--- config.mk ---
export PLATFORM = sky130hd
export DESIGN_NAME = gray_counter
export DESIGN_NICKNAME = d
export VERILOG_FILES = /design/src/rtl/gray_counter_pkg.sv /design/src/rtl/gray_counter.sv
export SDC_FILE = /design/constraint.sdc
export NUM_CORES = 1
export LEC_CHECK = 0
export ABC_AREA = 1
export CORE_MARGIN = 2
export CORE_UTILIZATION = 45
export CTS_CLUSTER_DIAMETER = 80
export DETAILED_ROUTE_END_ITERATION = 7
export PLACE_DENSITY = 0.79
export SYNTH_ARGS = -nofsm -noshare
export SYNTH_HDL_FRONTEND = slang
export SYNTH_SLANG_ARGS = --single-unit
--- constraint.sdc ---
create_clock -name clk -period 2.8 [get_ports clk]
set_clock_uncertainty 0.15 [all_clocks]
set_input_delay 0.42 -clock clk [delete_from_list [all_inputs] [get_ports clk]]
set_output_delay 0.42 -clock clk [all_outputs]
set_load 0.03 [all_outputs]
--- src/rtl/gray_counter_pkg.sv ---
// Shared Gray-code helpers and types for the Gray counter family.
// Width-generic conversions work on a maximum-width word and are masked to the caller's width.
package gray_pkg;

  localparam int GRAY_DEFAULT_W = 8;
  localparam int GRAY_MAX_W     = 64;

  typedef logic [GRAY_MAX_W-1:0] gray_word_t;

  typedef enum logic [1:0] {
    OP_HOLD,
    OP_LOAD,
    OP_UP,
    OP_DOWN
  } cnt_op_e;

  function automatic gray_word_t width_mask(input int w);
    gray_word_t m;
    if (w >= GRAY_MAX_W) m = '1;
    else                 m = (gray_word_t'(1) << w) - gray_word_t'(1);
    return m;
  endfunction

  function automatic gray_word_t bin2gray(input gray_word_t b, input int w);
    gray_word_t v;
    v = b & width_mask(w);
    return (v ^ (v >> 1));
  endfunction

  // Each binary bit is the running XOR of all Gray bits at or above it.
  function automatic gray_word_t gray2bin(input gray_word_t g, input int w);
    gray_word_t v;
    gray_word_t r;
    v = g & width_mask(w);
    r = '0;
    r[GRAY_MAX_W-1] = v[GRAY_MAX_W-1];
    for (int i = GRAY_MAX_W - 2; i >= 0; i--) begin
      r[i] = r[i+1] ^ v[i];
    end
    return r;
  endfunction

endpackage

--- src/rtl/gray_counter.sv ---
// Registered binary/Gray up/down counter with synchronous load; Gray output is flop-driven.
// Optional feature: define GRAY_CNT_SAT_EN to saturate at the ends instead of wrapping.
module gray_counter
  import gray_pkg::*;
#(
  parameter int               WIDTH   = GRAY_DEFAULT_W,
  parameter logic [WIDTH-1:0] RST_VAL = '0
) (
  input  logic             clk,
  input  logic             rst_n,
  input  logic             en,
  input  logic             up,
  input  logic             load,
  input  logic [WIDTH-1:0] load_bin,
  output logic [WIDTH-1:0] bin_out,
  output logic [WIDTH-1:0] gray_out,
  output logic [WIDTH-1:0] gray_next,
  output logic             wrap
);

  localparam logic [WIDTH-1:0] RST_GRAY = WIDTH'(bin2gray(GRAY_MAX_W'(RST_VAL), WIDTH));

  cnt_op_e          op;
  logic [WIDTH-1:0] bin_q,  bin_d;
  logic [WIDTH-1:0] gray_q, gray_d;
  logic             wrap_q, wrap_d;

  // Load beats a step; direction only matters when stepping.
  always_comb begin
    op = OP_HOLD;
    if (load)    op = OP_LOAD;
    else if (en) op = up ? OP_UP : OP_DOWN;
  end

  always_comb begin
    // NOTE: every output of this block gets a default first, so no path can infer a latch.
    bin_d  = bin_q;
    wrap_d = 1'b0;
    case (op)
      OP_LOAD: bin_d = load_bin;
      OP_UP: begin
`ifdef GRAY_CNT_SAT_EN
        if (bin_q == '1) wrap_d = 1'b1;
        else             bin_d  = bin_q + WIDTH'(1);
`else
        bin_d  = bin_q + WIDTH'(1);
        wrap_d = (bin_q == '1);
`endif
      end
      OP_DOWN: begin
`ifdef GRAY_CNT_SAT_EN
        if (bin_q == '0) wrap_d = 1'b1;
        else             bin_d  = bin_q - WIDTH'(1);
`else
        bin_d  = bin_q - WIDTH'(1);
        wrap_d = (bin_q == '0);
`endif
      end
      default: ;
    endcase
    gray_d = WIDTH'(bin2gray(GRAY_MAX_W'(bin_d), WIDTH));
  end

  // NOTE: state flops use non-blocking assignments so all registers update together at the edge.
  always_ff @(posedge clk or negedge rst_n) begin
    if (!rst_n) begin
      bin_q  <= RST_VAL;
      gray_q <= RST_GRAY;
      wrap_q <= 1'b0;
    end else begin
      bin_q  <= bin_d;
      gray_q <= gray_d;
      wrap_q <= wrap_d;
    end
  end

  assign bin_out   = bin_q;
  assign gray_out  = gray_q;
  assign gray_next = gray_d;
  assign wrap      = wrap_q;

endmodule

==> results of run 1 <==
layer usage:
metal  GRT usage  part of all wire
met2       0.472              0.54
met5           0                 0
met3      0.0219             0.040
met1       0.321              0.40
met4      0.0958             0.019
logic make-up (layout without fill, tap and decap cells):
family / after synthesis / after routing / synth area share
adders and majority gates: 1 / 1 / 0.0109
buffers and inverters: 30 / 92 / 0.114
xor gates and xnor gates: 5 / 5 / 0.0383
and+or+nand+nor: 95 / 95 / 0.404
AOI/OAI and AO/OA: 12 / 12 / 0.0831
DFF: 16 / 16 / 0.350
flip-flops by register name, summed over array words and instances (netlist names):
name	count
bin_out	8
gray_out	7
wrap	1
power by group:
group	leakage [nW]	internal, W	total [W]	switching, W
registers	0.188	0.000269	0.000299	0.0000299
clock network	0.0210	0.0000793	0.000153	0.0000740
logic	0.728	0.000248	0.000599	0.000350
total	0.937	0.000597	0.00105	0.000454
worst min-delay path by stage:
stage / to / from / cells after the start / slack, ns
floorplan: bin_out[0] / rst_n / 0 / -0.03
global placement: bin_out[5] / bin_out[5] / 2 / 0.46
detailed placement: bin_out[0] / bin_out[0] / 1 / 0.49
CTS: bin_out[0] / rst_n / 1 / 0.40
global route: bin_out[1] / load / 3 / 0.45
finish: bin_out[4] / rst_n / 1 / 0.38
worst max-delay path, stage by stage (launching register included):
cell,delay (ns)
dfrtp_2,0.46
xor2_1,0.16
inv_1,0.06
ha_2,0.17
inv_2,0.08
nand2_4,0.06
nand2_4,0.09
nor2_4,0.04
o21ai_2,0.17
nand2_4,0.09
a21oi_4,0.20
nand2_1,0.09
nand2_2,0.08
buf_6,0.13
timing repair:
item	in CTS	in global routing
resized for setup	20	20
gates cloned	0	0
pin swaps	14	13
buffers inserted	9	2
endpoints found under the setup margin	8	9
area by class of cell:
cell class / instances / area [sq um] / share of cell area
inverter: 27 / 106 / 0.0586
tap: 30 / 37.5 / 0.0207
timing repair buffer: 61 / 534 / 0.294
sequential: 16 / 402 / 0.221
multi-input combinational: 113 / 699 / 0.385
clock buffer: 4 / 36.3 / 0.0200
through the flow:
stage | util | TNS (ns) | worst slack [ns]
after floorplan | - | 0 | 0.0377
after global placement | 0.659 | -0.995 | -0.193
after detailed placement | 0.659 | -1.73 | -0.311
after CTS | 0.722 | 0 | 0.0344
after global routing | 0.746 | -0.118 | -0.0725
final | 0.746 | 0 | 0.0447
Yosys cell counts (2+ instances only):
master | number | area, sq um
nand3_2 | 3 | 30.0
inv_1 | 25 | 93.8
nor3_1 | 2 | 10.0
or2_2 | 2 | 12.5
nand3_1 | 12 | 60.1
nor2_1 | 11 | 41.3
nor2_2 | 2 | 12.5
dfrtp_1 | 16 | 400
o21ai_0 | 3 | 15.0
buf_4 | 2 | 15.0
xor2_1 | 4 | 35.0
nand2_2 | 9 | 56.3
nand4_1 | 2 | 12.5
a22oi_1 | 3 | 22.5
nand2_1 | 48 | 180
==> impl_metrics.tcl, run 1 <==
set metrics [dict create \
    grt_pass1_vias 1276 \
    synth_area_per_cell_sq_um 7.19 \
    slew_viol_final 0 \
    fin_area_sq_um 1820 \
    setup.worst_path.start "bin_out[1]" \
    r2r.worst_path.cells 20 \
    endpoint_kind "output port" \
    antennaDiodeCount 0 \
    timing_worst_slew_pin_value_ns 0.669 \
    cts-root-to-sink-buffers 2 \
    critical_path.reg2reg.startpoint "bin_out[1]" \
    timing.max_cap.violations 0 \
    cellLeakagePower_nw 0.937 \
    dp_hpwl_um 2540 \
    mappedNetlistNets 173 \
    mostFrequentLayoutCell "nand2_1" \
    clkTransAtPathRegs_ns 0.09 \
    place.gp.congestion 0.925 \
    netlist-cell-type-count 30 \
    grt_max_degree 17 \
    crit-reg2reg-capture "gray_out[5]" \
    run_status "finished clean" \
    global_route.usage.total 0.261 \
    die_h_um 54.4 \
    dominantRegCellSynth "dfrtp_1" \
    detail_route.first_pass.iterations 4 \
    finish.cell_count_without_fillers 251 \
    final_cell_mix "42 x nand2_1, 27 x buf_4, 26 x clkdlybuf4s50_1" \
    synth.cell_area_sq_um 1140 \
    synth_warnings 0 \
    drtAntennaViolNets 0 \
    post_synth_edffs 0 \
    synthesis.instances 159 \
    insertion_delay_ns 0.29 \
    postSynth.asyncResetShare 1.00 \
    max-vdd-ir-drop_uv 543 \
    relative_slew_slack 0.552 \
    cts_root_buffer "clkbuf_4" \
    clock_sinks 16 \
    postCtsHoldBufs 0 \
    crit_start_category "flop" \
    post_drt_via_cell_ratio 5.19 \
    min_path_type "in2async" \
    numPlacedInstances 236 \
    final_wirelength_um 3640 \
    final-hold-violation-count 0 \
    start_util 0.470 \
    grt_pass1_wl_um 5480 \
    worst_ep_arrival_time_ns 2.19 \
    ff2ff_setup_slack_ns 0.19 \
    num_io_pins 38 \
    number_of_storage_elements_in_the_synthesis_netlist 16 \
    route.vias.total 1302 \
    final_layout_size_suffix_gt1_frac 0.353 \
    htree_levels 1 \
    drt-wirelength-per-cell_um 14.5 \
    buffer_ports.inserted 37 \
    fin_total_pwr_w 0.00105 \
    drt_first_iter_violations 47 \
    setup_viol 0 \
    required_ns 2.23 \
    timing_worst_setup_path_type "reg2out" \
    final_net_count 236 \
    grt_antenna_before_repair 0 \
    crit_fanout 6 \
    numCtsBuffers 3 \
    max_clock_freq_ghz 0.363 \
    synthToLayoutAreaGrowth_pct 58.8 \
    final_period_minus_worst_setup_slack_ns 2.76 \
    fin_worst_hold_slack_ns 0.380 \
    fill_cell_count 180 \
    post-route-period-util 0.984 \
    cts_tree "built" \
    cp-endpoint "gray_next[4]" \
    std_cell_rows 18 \
    power.density_cell_area_nw_per_um2 579 \
    coreArea_sq_um 2430 \
    grt.overflow.total 0 \
    drc_errors 0 \
    rsz0062_at_grt "yes" \
    synth_sequential_area_ratio 0.350 \
    chipWidth_um 54.4 \
    dieArea_sq_um 2960 \
    dpl-instance-area_sq_um 1600 \
]
Power figures use the tool's default switching activity.
==> inputs of run 2 (changes only) <==
Settings changed: ABC_AREA 1 to unset, CAP_MARGIN set to 20, CORE_UTILIZATION 45 to 43, GPL_TIMING_DRIVEN set to 0.
==> run 2 against run 1 <==
  * The run now ends with negative setup slack left
  * Final area grew 2.1%
  * Utilization grew 9.1 points
  * Die area is 8.1% lower
  * First-iteration DRC count down 28%
  * Critical path depth down 7
  * Combinational power barely moved
  * Clock power rose by 8%
  * Non-clock buffer count rose by 6
  * Worst setup slack worse by 0.21 ns
  * Critical path type unchanged
==> impl_metrics.tcl, run 2 <==
set metrics [dict create \
    place.gp.congestion 0.854 \
    setup_viol 7 \
    most_area_hungry_cell_type_in_the_yosys_netlist "dfrtp_1" \
    grt_pass1_vias 1066 \
    clkTransAtPathRegs_ns 0.11 \
    cts_tree "built" \
    synth.top_cells.by_area "dfrtp_1 40%, xnor2_1 4.4%, xor2_1 4.4%" \
    relative_slew_slack 0.515 \
    htree_levels 1 \
    cellLeakagePower_nw 0.756 \
    drtAntennaViolNets 0 \
    power.density_cell_area_nw_per_um2 575 \
    mostFrequentLayoutCell "buf_4" \
    crit_start_category "flop" \
    antennaDiodeCount 0 \
    cts_root_buffer "clkbuf_4" \
    coreArea_sq_um 2210 \
    crit_fanout 5 \
    synthesis.instances 105 \
    final_cell_mix "27 x buf_4, 26 x clkdlybuf4s50_1, 11 x dfrtp_1" \
    synth_warnings 0 \
    min_path_type "in2async" \
    die_h_um 52.2 \
    route.vias.total 1091 \
    grt_pass1_wl_um 4750 \
    synthToLayoutAreaGrowth_pct 85.8 \
    buffer_ports.inserted 36 \
    rsz0062_at_grt "yes" \
    cts-root-to-sink-buffers 2 \
    numCtsBuffers 3 \
    dominantRegCellSynth "dfrtp_1" \
    synth_sequential_area_ratio 0.402 \
    failed_checks "negative setup slack" \
    run_status "finished, violations left" \
    finish.cell_count_without_fillers 197 \
    required_ns 2.23 \
    global_route.usage.total 0.241 \
    synth.cell_area_sq_um 997 \
    detail_route.first_pass.iterations 4 \
    post-route-period-util 1.06 \
    synth_area_per_cell_sq_um 9.50 \
    timing_worst_setup_path_type "reg2out" \
    final_net_count 184 \
    final_wirelength_um 3260 \
    chipWidth_um 52.2 \
    ys_top_cells_by_count "16 x dfrtp_1, 9 x nand2_1, 8 x nand3_1, 8 x nor2_1" \
    netlist-cell-type-count 36 \
    dieArea_sq_um 2720 \
    timing.max_cap.violations 0 \
    fin_util 0.838 \
    start_util 0.451 \
    endpoint_kind "output port" \
    max-vdd-ir-drop_uv 437 \
    timing_worst_slew_pin_value_ns 0.725 \
    slew_viol_final 0 \
    drt-wirelength-per-cell_um 16.5 \
    std_cell_rows 17 \
    drt_first_iter_violations 34 \
    postCtsHoldBufs 0 \
    post_synth_edffs 0 \
    mappedNetlistNets 119 \
    grt.overflow.total 0 \
    final-hold-violation-count 0 \
    num_io_pins 38 \
    synth_largest_type_area_fraction 0.402 \
    final_critical_path_setup_slack_ns -0.168 \
    clock_sinks 16 \
    number_of_storage_elements_in_the_synthesis_netlist 16 \
    yosysMostFrequentCell "dfrtp_1" \
    fin_worst_hold_slack_ns 0.383 \
    drc_errors 0 \
    max_clock_freq_ghz 0.337 \
    post_drt_via_cell_ratio 5.54 \
    fin_total_pwr_w 0.00107 \
    largest_register_ff_count 8 \
    grt_antenna_before_repair 0 \
    numPlacedInstances 169 \
    worst_ep_arrival_time_ns 2.40 \
    insertion_delay_ns 0.31 \
    grt_max_degree 17 \
    postSynth.asyncResetShare 1.00 \
    final_layout_size_suffix_gt1_frac 0.497 \
    dp_hpwl_um 1920 \
    final_period_minus_worst_setup_slack_ns 2.97 \
]
==> run 2: cell count changes in the layout (fill, tap and decap cells not counted), sizes merged, moves of 4 or more <==
cell	before	now
nand2	58	9
inv	27	3
nand3	16	8
buf	32	39
nor2	14	8
xnor2	1	5
==> run 2: layer usage <==
| layer | wire (um) | track usage | vias to the layer above | share of wire |
|---|---|---|---|---|
| met3 | 206 | 0.0489 | 7 | 0.063 |
| met5 | 0 | 0 | - | 0 |
| met4 | 51 | 0.0940 | 0 | 0.016 |
| li1 | - | - | 505 | - |
| met2 | 1780 | 0.447 | 48 | 0.55 |
| met1 | 1220 | 0.265 | 531 | 0.38 |
==> run 2: logic make-up (layout without fill, tap and decap cells) <==
family	Yosys count	after routing	synth area share
adders and majority gates	1	1	0.0125
buffers and inverters	10	74	0.0602
AOI/OAI and AO/OA	21	21	0.162
muxes	2	2	0.0201
DFF	16	16	0.402
and+or+nand+nor	45	45	0.256
xor gates and xnor gates	10	10	0.0878
==> run 2: area by class of cell <==
type                            count  area (sq um)
Sequential cell                    16           407
Clock buffer                        4          36.3
Buffer                              7          70.1
Timing Repair Buffer               60           538
Multi-Input combinational cell     79           756
Inverter                            3          11.3
Fill cell                         128           359
Tap cell                           28          35.0
==> run 2: critical path, cell delays in order (launching register included) <==
cell	delay (ns)
dfrtp_2	0.42
or4_4	0.61
or3_4	0.43
o311ai_4	0.11
a221o_1	0.25
o221ai_4	0.12
buf_6	0.16
==> run 2: power by group <==
| group | total, W | switching (W) | internal (W) |
|---|---|---|---|
| sequential | 0.000300 | 0.0000292 | 0.000271 |
| clock | 0.000165 | 0.0000851 | 0.0000794 |
| combinational | 0.000601 | 0.000321 | 0.000280 |
| total | 0.00107 | 0.000435 | 0.000630 |
==> run 2: final timing paths <==
path	slack, ns	end	startpoint	cells after the start
hold / removal	0.38	bin_out[6]	rst_n	1
min in group clk	0.46	bin_out[2]	load	3
max in group asynchronous	1.61	bin_out[4]	rst_n	1
setup reg to reg	0.41	gray_out[5]	bin_out[3]	8
setup / recovery	-0.17	gray_next[6]	bin_out[3]	6
hold reg to reg	0.54	wrap	bin_out[7]	2
==> run 2: what timing repair did <==
action | 4_1_cts | 5_1_grt
pin swaps | 14 | 6
hold endpoints to repair | 0 | 0
setup endpoints to repair | 10 | 8
resized for setup | 80 | 12
setup buffers | 14 | 10
==> run 2: per-stage QoR <==
| step | setup slack (ns) | instance area [sq um] | setup TNS (ns) |
|---|---|---|---|
| floorplan | -0.0706 | 1120 | -0.120 |
| global route | -0.246 | 1850 | -1.34 |
| detailed placement | -1.31 | 1510 | -10.20 |
| finish | -0.168 | 1850 | -0.741 |
| global placement | -1.23 | 1510 | -9.36 |
| CTS | -0.134 | 1750 | -0.622 |
==> edit, RTL diff (config.mk and constraints of run 2) <==
The package constant `GRAY_DEFAULT_W` goes from 8 to 7.
--- a/src/rtl/gray_counter_pkg.sv
+++ b/src/rtl/gray_counter_pkg.sv
@@ -2,7 +2,7 @@
 // Width-generic conversions work on a maximum-width word and are masked to the caller's width.
 package gray_pkg;
 
-  localparam int GRAY_DEFAULT_W = 8;
+  localparam int GRAY_DEFAULT_W = 7;
   localparam int GRAY_MAX_W     = 64;
 
   typedef logic [GRAY_MAX_W-1:0] gray_word_t;
Interface: changed (resized bin_out, gray_next, gray_out and load_bin); port bits go from 38 to 34. The function was not compared with the original's and may differ.
==> edit against run 2 <==
- the run still ends with setup timing left
- wire length decreased by 13%
- total power increased by 0.25%
- cell area is 14% lower
- largest power group unchanged
- largest cell class unchanged
- non-clock buffer count decreased by 16
- setup slack better by 140 ps
- fmax grew 4.9%
- critical endpoint is now gray_next[2]
- area after synthesis shrank 4.3%
- cell count is 9.1% lower
- sequential cell count decreased by 2
==> edit: results (changes against run 2) <==
* Clk root buf: clkbuf_4 (unchanged)
* Ys flop type: dfrtp_1 (unchanged)
* Worst slew pin tran at 640 ps (was 725 ps)
* Worst-Skew Late Latency at 310 ps (about the same)
* Number of global-route vias before repair at 984 (was 1066)
* Synth top area cells: dfrtp_1 37%, xnor2_1 5.5%, nand2_1 3.9% (was dfrtp_1 40%, xnor2_1 4.4%, xor2_1 4.4%)
* Layout Cells excl Fill at 179 (was 197)
* Ant diodes at 0 (unchanged)
* Post-synth ARST share at 100% (unchanged)
* Internal Pwr Total at 0.610 mW (was 0.630 mW)
* CP max FO at 7 (was 5)
* DR pass1 iterations at 4 (unchanged)
* Area after DPL at 1350 um^2 (was 1510 um^2)
* Number of CTS-inserted buffers at 3 (unchanged)
* Layout cells sized above 1 at 38.4% (was 49.7%)
* PD cells at 672 nW/um^2 (was 575 nW/um^2)
* Setup TNS Final at -64.3 ps (was -741 ps)
* Post-DP HPWL at 1.77 mm (was 1.92 mm)
* Max reg flops at 7 (was 8)
* Initial antenna violation count at 0 (unchanged)
* Worst Path Arrival at 2260 ps (was 2400 ps)
* Type of the worst min-delay path: in2reg (was in2async)
* CTS clk-pin slew, worst paths at 110 ps (about the same)
* H-tree depth at 1 (unchanged)
* Delay-heaviest family, CP: XOR/XNOR gates (was simple AND/OR/NAND/NOR gates)
* Dpl ws at -1110 ps (was -1310 ps)
* Peak supply drop at 693 uV (was 437 uV)
* Final worst slack at -29.2 ps (was -168 ps)
* Worst-case clock buffer depth at 2 (unchanged)
* Crit path largest cell delay at 410 ps (was 610 ps)
* Ys Warns at 0 (unchanged)
* Post-Syn Nets at 120 (was 119)
* Unique masters post-synth at 41 (was 36)
* Drt initial violations at 30 (was 34)
* Sequential share of the synthesized area at 36.7% (was 40.2%)
* Largest net degree at the start of global routing at 15 (was 17)
* Crit path max-delay cell type: dfrtp_1 (was or4_4)
* Gpl congestion at 0.851 (was 0.854)
* Wire per inst at 15.8 um (was 16.5 um)
* Overall Global Routing Usage at 22.0% (was 24.1%)
* Failing checks: setup timing (unchanged)
* Post-synth top cells: 14 x dfrtp_1, 10 x nand2_1, 7 x nor2_1 (was 16 x dfrtp_1, 9 x nand2_1, 8 x nand3_1, 8 x nor2_1)
* Final setup viols at 5 (was 7)
* Leak pwr at 0.648 nW (was 0.756 nW)
* # placed instances at 166 (was 169)
* DR vias at 998 (was 1091)
* Mapped Avg Cell Area at 8.92 um^2 (was 9.50 um^2)
* First-pass GRT wire length at 4.27 mm (was 4.75 mm)
* Status: finished with violations (unchanged)
* Number of flops mapped to enable cells by yosys at 0 (unchanged)
* Port Buffers at 31 (was 36)
[edit: cell count changes in the layout (fill, tap and decap cells not counted), sizes merged, moves of 3 or more]
cell and change:
a21oi +3, buf -14, clkdlybuf4s50 -3, nand3 -6
o21ai +4
[edit: metal layers]
metal,up-vias,share of wire [%],global-route usage [%]
met3,5,6.8,5.26
li1,463,-,-
met1,485,37,25.4
met2,45,55,37.0
met4,0,1.7,12.2
met5,-,0,0
[edit: path summary, 6_finish.rpt]
check | depth (start not counted) | slack (ps) | from | endpoint
setup reg to reg | 9 | 600 | bin_out[1] | gray_out[2]
min in group asynchronous | 1 | 340 | rst_n | bin_out[6]
hold reg to reg | 3 | 620 | bin_out[6] | wrap
hold / removal | 3 | 300 | en | wrap
max in group asynchronous | 1 | 1740 | rst_n | gray_out[1]
setup / recovery | 9 | -30 | bin_out[1] | gray_next[2]
[edit: power groups by stage]
| stage | logic (mW) | clock network [mW] | registers, mW |
|---|---|---|---|
| floorplan | 0.254 | 0 | 0.359 |
| global placement | 0.530 | 0 | 0.272 |
| detailed placement | 0.537 | 0 | 0.273 |
| CTS | 0.574 | 0.158 | 0.268 |
| global route | 0.675 | 0.173 | 0.273 |
| finish | 0.640 | 0.160 | 0.268 |
[edit: metrics by stage]
step,total power [mW],utilization [%],hold slack (ps)
2_1_floorplan,0.613,-,-25.6
3_3_place_gp,0.802,62.8,580
3_5_place_dp,0.811,62.8,601
4_1_cts,1.00,67.9,280
5_1_grt,1.12,74.0,306
6_report,1.07,74.0,298
[edit: cell families (layout without fill, tap and decap cells)]
family	count (synthesis)	after routing	share of synthesized area [%]
compound gates	27	27	19.0
xor+xnor	10	10	9.17
fa+ha+maj	1	1	1.31
buf+inv	14	58	8.91
flops	14	14	36.7
mux	3	3	3.28
simple gates	38	38	21.6
[edit: repair_timing]
item,4_1_cts,5_1_grt
buffers inserted,5,4
gates resized for setup,58,18
pin swaps,10,8
hold buffers,0,0
endpoints found under the setup margin,7,7
[edit: tightest hold or removal path, delay by kind of cell]
kind          cells  cell delay (ps)
buf+inv           1              120
simple gates      2              180
[edit: final cells by class]
type | count | area (um^2)
repair buffers | 40 | 382
fillers | 151 | 558
multi-input cells | 79 | 689
well taps | 28 | 35.0
plain buffers | 11 | 86.3
clock buffers | 4 | 36.3
flip-flops and latches | 14 | 350
inverters | 3 | 11.3
